<file path="src/rtl/oven_cook_ctrl_if.sv">
// ---------------------------------------------------------------------------
// oven_cook_ctrl_if
// Bus between the cook controller and the MM:SS countdown.
//   set_s1     preset seconds units (BCD 0..9)
//   set_s10    preset seconds tens (0..5)
//   set_m1     preset minutes units (BCD 0..9)
//   set_m10    preset minutes tens (0..5)
//   load       one-cycle pulse: countdown copies the set_* digits
//   run        countdown enabled to decrement
//   timer_done countdown reached 00:00 while running (level)
// master = controller side, slave = countdown side.
// ---------------------------------------------------------------------------
interface oven_cook_ctrl_if;
  logic [3:0] set_s1;
  logic [2:0] set_s10;
  logic [3:0] set_m1;
  logic [2:0] set_m10;
  logic       load;
  logic       run;
  logic       timer_done;

  modport master (
    output set_s1, set_s10, set_m1, set_m10, load, run,
    input  timer_done
  );

  modport slave (
    input  set_s1, set_s10, set_m1, set_m10, load, run,
    output timer_done
  );
endinterface

</file>
<file path="src/rtl/oven_cook_ctrl.sv">
// ---------------------------------------------------------------------------
// oven_cook_ctrl
// Front-panel control stage for the oven countdown timer. Synchronises the
// raw buttons and door switch, keeps the cook-time preset as BCD digits and
// sequences IDLE -> COOK <-> PAUSE -> DONE -> IDLE.
// Ports:
//   clk, rst_n        system clock, asynchronous active-low reset
//   btn_min/sec       raw buttons, increment minutes / seconds preset
//   btn_start         raw button, start (from IDLE) or resume (from PAUSE)
//   btn_cancel        raw button, cancel / clear preset
//   door_open         raw door switch, 1 = open
//   tick_1hz          one-cycle pulse per second, synchronous to clk
//   cd                countdown bus (preset digits, load, run, timer_done)
//   heater_on         heater element enable
//   beep              end-of-cook beeper
//   state             0 IDLE, 1 COOK, 2 PAUSE, 3 DONE
// All outputs come from registers or are decoded from the state register.
// ---------------------------------------------------------------------------
module oven_cook_ctrl #(
  parameter int BEEP_SECS = 3,
  parameter int MAX_MIN   = 59
) (
  input  logic              clk,
  input  logic              rst_n,
  input  logic              btn_min,
  input  logic              btn_sec,
  input  logic              btn_start,
  input  logic              btn_cancel,
  input  logic              door_open,
  input  logic              tick_1hz,
  oven_cook_ctrl_if.master  cd,
  output logic              heater_on,
  output logic              beep,
  output logic [1:0]        state
);

  typedef enum logic [1:0] {
    ST_IDLE  = 2'd0,
    ST_COOK  = 2'd1,
    ST_PAUSE = 2'd2,
    ST_DONE  = 2'd3
  } state_t;

  localparam logic [2:0] MAX_M10   = 3'(MAX_MIN / 10);
  localparam logic [3:0] MAX_M1    = 4'(MAX_MIN % 10);
  localparam logic [3:0] BEEP_LAST = 4'(BEEP_SECS);

  // Bit order for the conditioned inputs: 0 min, 1 sec, 2 start, 3 cancel,
  // 4 door. The door needs only the two-flop synchroniser.
  localparam int B_MIN = 0;
  localparam int B_SEC = 1;
  localparam int B_STA = 2;
  localparam int B_CAN = 3;
  localparam int B_DOOR = 4;

  logic [4:0] raw_in;
  logic [4:0] sync1_reg;
  logic [4:0] sync2_reg;
  logic [3:0] sync3_reg;
  logic [3:0] btn_edge;
  logic       door_lvl;

  state_t     state_reg, state_next;
  logic [3:0] s1_reg, s1_next;
  logic [2:0] s10_reg, s10_next;
  logic [3:0] m1_reg, m1_next;
  logic [2:0] m10_reg, m10_next;
  logic       load_reg, load_next;
  logic [3:0] beep_cnt_reg, beep_cnt_next;

  // Incremented preset values, computed once and used by the IDLE branch.
  logic [3:0] s1_inc;
  logic [2:0] s10_inc;
  logic [3:0] m1_inc;
  logic [2:0] m10_inc;
  logic [3:0] beep_cnt_inc;
  logic       preset_nz;

  assign raw_in = {door_open, btn_cancel, btn_start, btn_sec, btn_min};

  // ---------------------------------------------------------------------
  // Input conditioning: two synchroniser flops, then a third flop on the
  // buttons so a press produces a single-cycle rising-edge event.
  // ---------------------------------------------------------------------
  always_ff @(posedge clk or negedge rst_n) begin
    if (!rst_n) begin
      sync1_reg <= '0;
      sync2_reg <= '0;
      sync3_reg <= '0;
    end else begin
      sync1_reg <= raw_in;
      sync2_reg <= sync1_reg;
      sync3_reg <= sync2_reg[3:0];
    end
  end

  genvar gi;
  generate
    for (gi = 0; gi < 4; gi++) begin : g_edge
      assign btn_edge[gi] = sync2_reg[gi] & ~sync3_reg[gi];
    end
  endgenerate

  assign door_lvl = sync2_reg[B_DOOR];

  // ---------------------------------------------------------------------
  // Preset arithmetic. Seconds wrap 59 -> 00 without carrying into the
  // minutes; minutes wrap MAX_MIN -> 00.
  // ---------------------------------------------------------------------
  always_comb begin
    s1_inc  = s1_reg;
    s10_inc = s10_reg;
    if (s1_reg >= 4'd9) begin
      s1_inc  = 4'd0;
      s10_inc = (s10_reg >= 3'd5) ? 3'd0 : s10_reg + 3'd1;
    end else begin
      s1_inc = s1_reg + 4'd1;
    end
  end

  always_comb begin
    m1_inc  = m1_reg;
    m10_inc = m10_reg;
    if ((m10_reg == MAX_M10 && m1_reg >= MAX_M1) || m10_reg > MAX_M10) begin
      m1_inc  = 4'd0;
      m10_inc = 3'd0;
    end else if (m1_reg >= 4'd9) begin
      m1_inc  = 4'd0;
      m10_inc = m10_reg + 3'd1;
    end else begin
      m1_inc = m1_reg + 4'd1;
    end
  end

  assign preset_nz    = (s1_reg != 4'd0) || (s10_reg != 3'd0) ||
                        (m1_reg != 4'd0) || (m10_reg != 3'd0);
  assign beep_cnt_inc = beep_cnt_reg + 4'd1;

  // ---------------------------------------------------------------------
  // State and datapath registers
  // ---------------------------------------------------------------------
  always_ff @(posedge clk or negedge rst_n) begin
    if (!rst_n) begin
      state_reg    <= ST_IDLE;
      s1_reg       <= '0;
      s10_reg      <= '0;
      m1_reg       <= '0;
      m10_reg      <= '0;
      load_reg     <= 1'b0;
      beep_cnt_reg <= '0;
    end else begin
      state_reg    <= state_next;
      s1_reg       <= s1_next;
      s10_reg      <= s10_next;
      m1_reg       <= m1_next;
      m10_reg      <= m10_next;
      load_reg     <= load_next;
      beep_cnt_reg <= beep_cnt_next;
    end
  end

  // ---------------------------------------------------------------------
  // Next-state logic. Within each state the if/else chain encodes the
  // event priority cancel > door > timer_done > start > min/sec.
  // ---------------------------------------------------------------------
  always_comb begin
    state_next    = state_reg;
    s1_next       = s1_reg;
    s10_next      = s10_reg;
    m1_next       = m1_reg;
    m10_next      = m10_reg;
    load_next     = 1'b0;
    beep_cnt_next = beep_cnt_reg;

    case (state_reg)
      ST_IDLE: begin
        if (btn_edge[B_CAN]) begin
          s1_next  = '0;
          s10_next = '0;
          m1_next  = '0;
          m10_next = '0;
        end else if (btn_edge[B_STA] && preset_nz && !door_lvl) begin
          // The load pulse is registered so it is high during the first
          // COOK cycle, together with run.
          state_next = ST_COOK;
          load_next  = 1'b1;
        end else begin
          if (btn_edge[B_SEC]) begin
            s1_next  = s1_inc;
            s10_next = s10_inc;
          end
          if (btn_edge[B_MIN]) begin
            m1_next  = m1_inc;
            m10_next = m10_inc;
          end
        end
      end

      ST_COOK: begin
        if (btn_edge[B_CAN]) begin
          state_next = ST_IDLE;
        end else if (door_lvl) begin
          state_next = ST_PAUSE;
        end else if (cd.timer_done) begin
          state_next    = ST_DONE;
          beep_cnt_next = '0;
          s1_next       = '0;
          s10_next      = '0;
          m1_next       = '0;
          m10_next      = '0;
        end
      end

      ST_PAUSE: begin
        if (btn_edge[B_CAN]) begin
          state_next = ST_IDLE;
        end else if (btn_edge[B_STA] && !door_lvl) begin
          // Resume: the countdown kept its value, so no reload.
          state_next = ST_COOK;
        end
      end

      ST_DONE: begin
        if (|btn_edge) begin
          state_next = ST_IDLE;
        end else if (tick_1hz) begin
          beep_cnt_next = beep_cnt_inc;
          if (beep_cnt_inc >= BEEP_LAST) begin
            state_next = ST_IDLE;
          end
        end
      end

      default: begin
        state_next = ST_IDLE;
      end
    endcase
  end

  // ---------------------------------------------------------------------
  // Outputs: decoded from the state register, so an asynchronous reset
  // drops run/heater immediately.
  // ---------------------------------------------------------------------
  assign cd.run     = (state_reg == ST_COOK);
  assign heater_on  = (state_reg == ST_COOK);
  assign beep       = (state_reg == ST_DONE);
  assign cd.load    = load_reg;
  assign cd.set_s1  = s1_reg;
  assign cd.set_s10 = s10_reg;
  assign cd.set_m1  = m1_reg;
  assign cd.set_m10 = m10_reg;
  assign state      = state_reg;

endmodule

</file>
<file path="src/flat_wrapper.sv">
// flat-port wrapper written by rule: the top's interface ports become plain ports
module oven_cook_ctrl_flat 
#(
  parameter int BEEP_SECS = 3,
  parameter int MAX_MIN   = 59
)
  (clk, rst_n, btn_min, btn_sec, btn_start, btn_cancel, door_open, tick_1hz, heater_on, beep, state, cd_set_s1, cd_set_s10, cd_set_m1, cd_set_m10, cd_load, cd_run, cd_timer_done);
  oven_cook_ctrl_if cd_i ();
  input  logic clk;
  input  logic rst_n;
  input  logic btn_min;
  input  logic btn_sec;
  input  logic btn_start;
  input  logic btn_cancel;
  input  logic door_open;
  input  logic tick_1hz;
  output logic heater_on;
  output logic beep;
  output logic [1:0] state;
  output wire logic [$bits(cd_i.set_s1)-1:0] cd_set_s1;
  output wire logic [$bits(cd_i.set_s10)-1:0] cd_set_s10;
  output wire logic [$bits(cd_i.set_m1)-1:0] cd_set_m1;
  output wire logic [$bits(cd_i.set_m10)-1:0] cd_set_m10;
  output wire logic [$bits(cd_i.load)-1:0] cd_load;
  output wire logic [$bits(cd_i.run)-1:0] cd_run;
  input wire logic [$bits(cd_i.timer_done)-1:0] cd_timer_done;
  assign cd_set_s1 = cd_i.set_s1;
  assign cd_set_s10 = cd_i.set_s10;
  assign cd_set_m1 = cd_i.set_m1;
  assign cd_set_m10 = cd_i.set_m10;
  assign cd_load = cd_i.load;
  assign cd_run = cd_i.run;
  assign cd_i.timer_done = cd_timer_done;
  oven_cook_ctrl #(.BEEP_SECS(BEEP_SECS), .MAX_MIN(MAX_MIN)) u_core (.clk(clk), .rst_n(rst_n), .btn_min(btn_min), .btn_sec(btn_sec), .btn_start(btn_start), .btn_cancel(btn_cancel), .door_open(door_open), .tick_1hz(tick_1hz), .cd(cd_i), .heater_on(heater_on), .beep(beep), .state(state));
endmodule
</file>
<file path="config.mk">
export PLATFORM = sky130hd
export DESIGN_NAME = oven_cook_ctrl_flat
export DESIGN_NICKNAME = d
export VERILOG_FILES = /design/src/rtl/oven_cook_ctrl_if.sv /design/src/rtl/oven_cook_ctrl.sv /design/src/flat_wrapper.sv
export SDC_FILE = /design/constraint.sdc
export NUM_CORES = 1
export LEC_CHECK = 0
export CAP_MARGIN = 25
export CORE_ASPECT_RATIO = 0.6
export CORE_UTILIZATION = 40
export CTS_CLUSTER_SIZE = 28
export DETAILED_ROUTE_END_ITERATION = 10
export REMOVE_ABC_BUFFERS = 1
export SYNTH_ARGS = -nofsm -noshare
export SYNTH_HDL_FRONTEND = slang
export SYNTH_SLANG_ARGS = --single-unit
</file>
<file path="constraint.sdc">
create_clock -name clk -period 3.8 [get_ports clk]
set_clock_uncertainty 0.05 [all_clocks]
set_input_delay 0.38 -clock clk [delete_from_list [all_inputs] [get_ports clk]]
set_output_delay 0.38 -clock clk [all_outputs]
set_load 0.005 [all_outputs]
</file>
==> impl_metrics.yaml <==
outcome:
  outcome: "finished, final reports clean"
logic_synthesis:
  synth_top_area_cell: "dfrtp_1"
  synth_top_area_share_pct: 46.1
  synthMuxAreaShare_pct: 3.55
  synth-edff-count: 0
  synth_top_flop_cell: "dfrtp_1"
  async_flop_share_pct: 100
  synth_compound_area_share_pct: 15.2
  synth-xor-area-share_pct: 0
  synth_top_family_by_area: "simple AND/OR/NAND/NOR gates"
  synthTopCellsByArea: "dfrtp_1 (46%), ha_1 (9.9%), inv_1 (2.8%)"
  syn-cell-area_um2: 1900
  synth-simple-area-share_pct: 20.7
  synth_common_cells: "dfrtp_1 (35), ha_1 (15), inv_1 (14)"
  post_synth_num_cell_types: 48
  avgSynthCellArea_um2: 10.9
  synthAdderAreaFrac_pct: 9.87
  seq_area_frac_synth_pct: 46.1
  netlist_instances: 174
  synth.most_common_cell: "dfrtp_1"
  yosys_warnings: 0
  ys_ff_latch: 35
global_route:
  grt_pass1_vias: 1340
  grt.total_usage_pct: 17.4
  antenna_found_initial: 0
  grt_pass1_wl_mm: 6.73
  grt_max_degree: 36
  overflow: 0
worst_setup_path:
  path_buf_inv: 1
  cp_top_family: "compound AO/OA/AOI/OAI gates"
  slowest_stage: "a221oi_4"
  worst-path-max-fanout: 15
  slowest_delay_ns: 0.63
  worst-r2r-setup-slack_ns: 1.33
  required_ns: 3.92
  crit_type: "reg2reg"
  end_kind: "flip-flop"
  critPathLaunchType: "flip-flop"
  cp.arrival_ns: 2.58
  path_cells: "inv_1 -> ha_1 -> and4bb_2 -> nand3b_2 -> a221oi_4 -> nand3_2 -> mux2_4"
pwr:
  total_leakage_power_uw: 0.00103
  irDropWorstVdd_v: 0.000267
  total_power_uw: 1400
  powerDensity_nw_per_um2: 603
sta:
  slew_violations: 0
  hold_violations: 0
  max_slew_margin_pct: 58.4
  fin_crit_sh_pct: 64.9
  fin_ws_ns: 1.33
  tightest_slew_ns: 0.623
  post-route-min-period_ns: 2.47
  rsz0062_at_grt: "false"
  final-setup-viol-count: 0
  fmax_mhz: 405
  fin_setup_tns_ns: 0
cts:
  cts-root-buf: "clkbuf_8"
  clockBufferDepth: 2
  cts.sinks: 35
  ctsResizeCount: 0
  numCtsBuffers: 5
  clock_latency_ns: 0.28
  cts_setup_buffers: 0
  clk_pin_slew_ns: 0.07
  cts.hold.buffers_added: 0
  htreeDepth: 2
  cts_tree: "yes"
routing:
  vias_per_cell: 5.30
  drtIter0Drc: 76
  dr_total_vias: 1416
  wl_per_cell_um: 15.0
  remaining_drc_errors: 0
  first_pass_iters: 4
  ant_nets: 0
  wirelength_mm: 4.01
final_layout:
  layout.cells.non_filler: 267
  antenna_cells: 0
  area_delta_synth_final_pct: 21.7
  drive_gt1_share_pct: 10.1
  fin_nets: 230
place:
  dp_cells: 259
  gp_congestion: 0.778
  pre_cts_ws_ns: 1.39
  portBuffers: 28
  place_hpwl_mm: 2.95
die:
  die_h_um: 55.4
  ioPinCount: 29
  dieArea_um2: 5040
  die_w_um: 91.0
  rows: 18
  initial_core_util_pct: 44.0
  core_um2: 4320
worst_hold_path:
  hp-class: "reg2reg"
job:
  drv_cap: 0
-- cell type report --
type / instances / area, um2
timing repair buffer: 29 / 288
clock buffer: 6 / 72.6
multi-input combinational: 121 / 937
inverter: 14 / 52.6
fill: 400 / 2010
sequential: 35 / 876
clock inverter: 2 / 12.5
tap: 60 / 75.1
-- where the power goes --
part           switching [uW]  internal (uW)
clock                     134            128
combinational             268            304
sequential                109            451
total                     512            884
-- path summary, 6_finish.rpt --
path                                      from                   end  cells after the start
setup / recovery           u_core.cd.set_m1[0]  u_core.cd.set_m10[0]                      7
hold / removal             u_core.sync1_reg[4]   u_core.sync2_reg[4]                      0
setup reg to reg           u_core.cd.set_m1[0]  u_core.cd.set_m10[0]                      7
hold reg to reg            u_core.sync1_reg[4]   u_core.sync2_reg[4]                      0
max in group asynchronous                rst_n  u_core.cd.set_m10[1]                      2
min in group asynchronous                rst_n       u_core.state[1]                      2
-- metal layers --
| metal | part of all wire [%] | up-vias | GRT usage (%) |
|---|---|---|---|
| met5 | 0 | - | 0 |
| met4 | 0.25 | 0 | 4.31 |
| met3 | 4.0 | 2 | 4.68 |
| met2 | 43 | 27 | 25.6 |
| met1 | 53 | 690 | 25.2 |
| li1 | - | 697 | - |
-- worst reg2reg max path, cell delays in order (launching register included) --
cell and delay, ns:
dfrtp_1 0.44, inv_1 0.13, ha_1 0.17, and4bb_2 0.24, nand3b_2 0.12, a221oi_4 0.63
nand3_2 0.23, mux2_4 0.34
-- metrics by stage --
stage / area [um2] / util, % / hold slack [ns]
2_1_floorplan: 1870 / - / 0.0344
6_report: 2310 / 53.5 / 0.300
3_3_place_gp: 2230 / 51.5 / 0.282
3_5_place_dp: 2230 / 51.5 / 0.286
5_1_grt: 2310 / 53.5 / 0.313
4_1_cts: 2310 / 53.5 / 0.303
-- cell usage in the layout, fill, tap and decap left out, types with 3 or more instances in the layout --
| cell | synthesis | final |
|---|---|---|
| nand3_1 | 9 | 9 |
| o21ai_0 | 6 | 6 |
| or4_1 | 3 | 3 |
| nand4_1 | 3 | 3 |
| nand2_1 | 12 | 12 |
| nor2b_1 | 3 | 3 |
| ha_1 | 15 | 15 |
| o2bb2ai_1 | 4 | 4 |
| mux2i_1 | 3 | 3 |
| nor3_1 | 3 | 3 |
| o211ai_1 | 6 | 6 |
| inv_1 | 14 | 14 |
| clkdlybuf4s50_1 | 0 | 28 |
| dfrtp_1 | 35 | 35 |
| a21oi_1 | 4 | 4 |
| nand2b_1 | 5 | 5 |
| clkbuf_8 | 0 | 5 |
| nor2_1 | 8 | 8 |
-- cell families after synthesis --
logic type,count (synthesis)
AND/OR/NAND/NOR,64
adder cells (fa/ha/maj),15
buffers and inverters,18
AO/OA/AOI/OAI,36
multiplexers,6
flip-flops,35
Power figures use the tool's default switching activity.
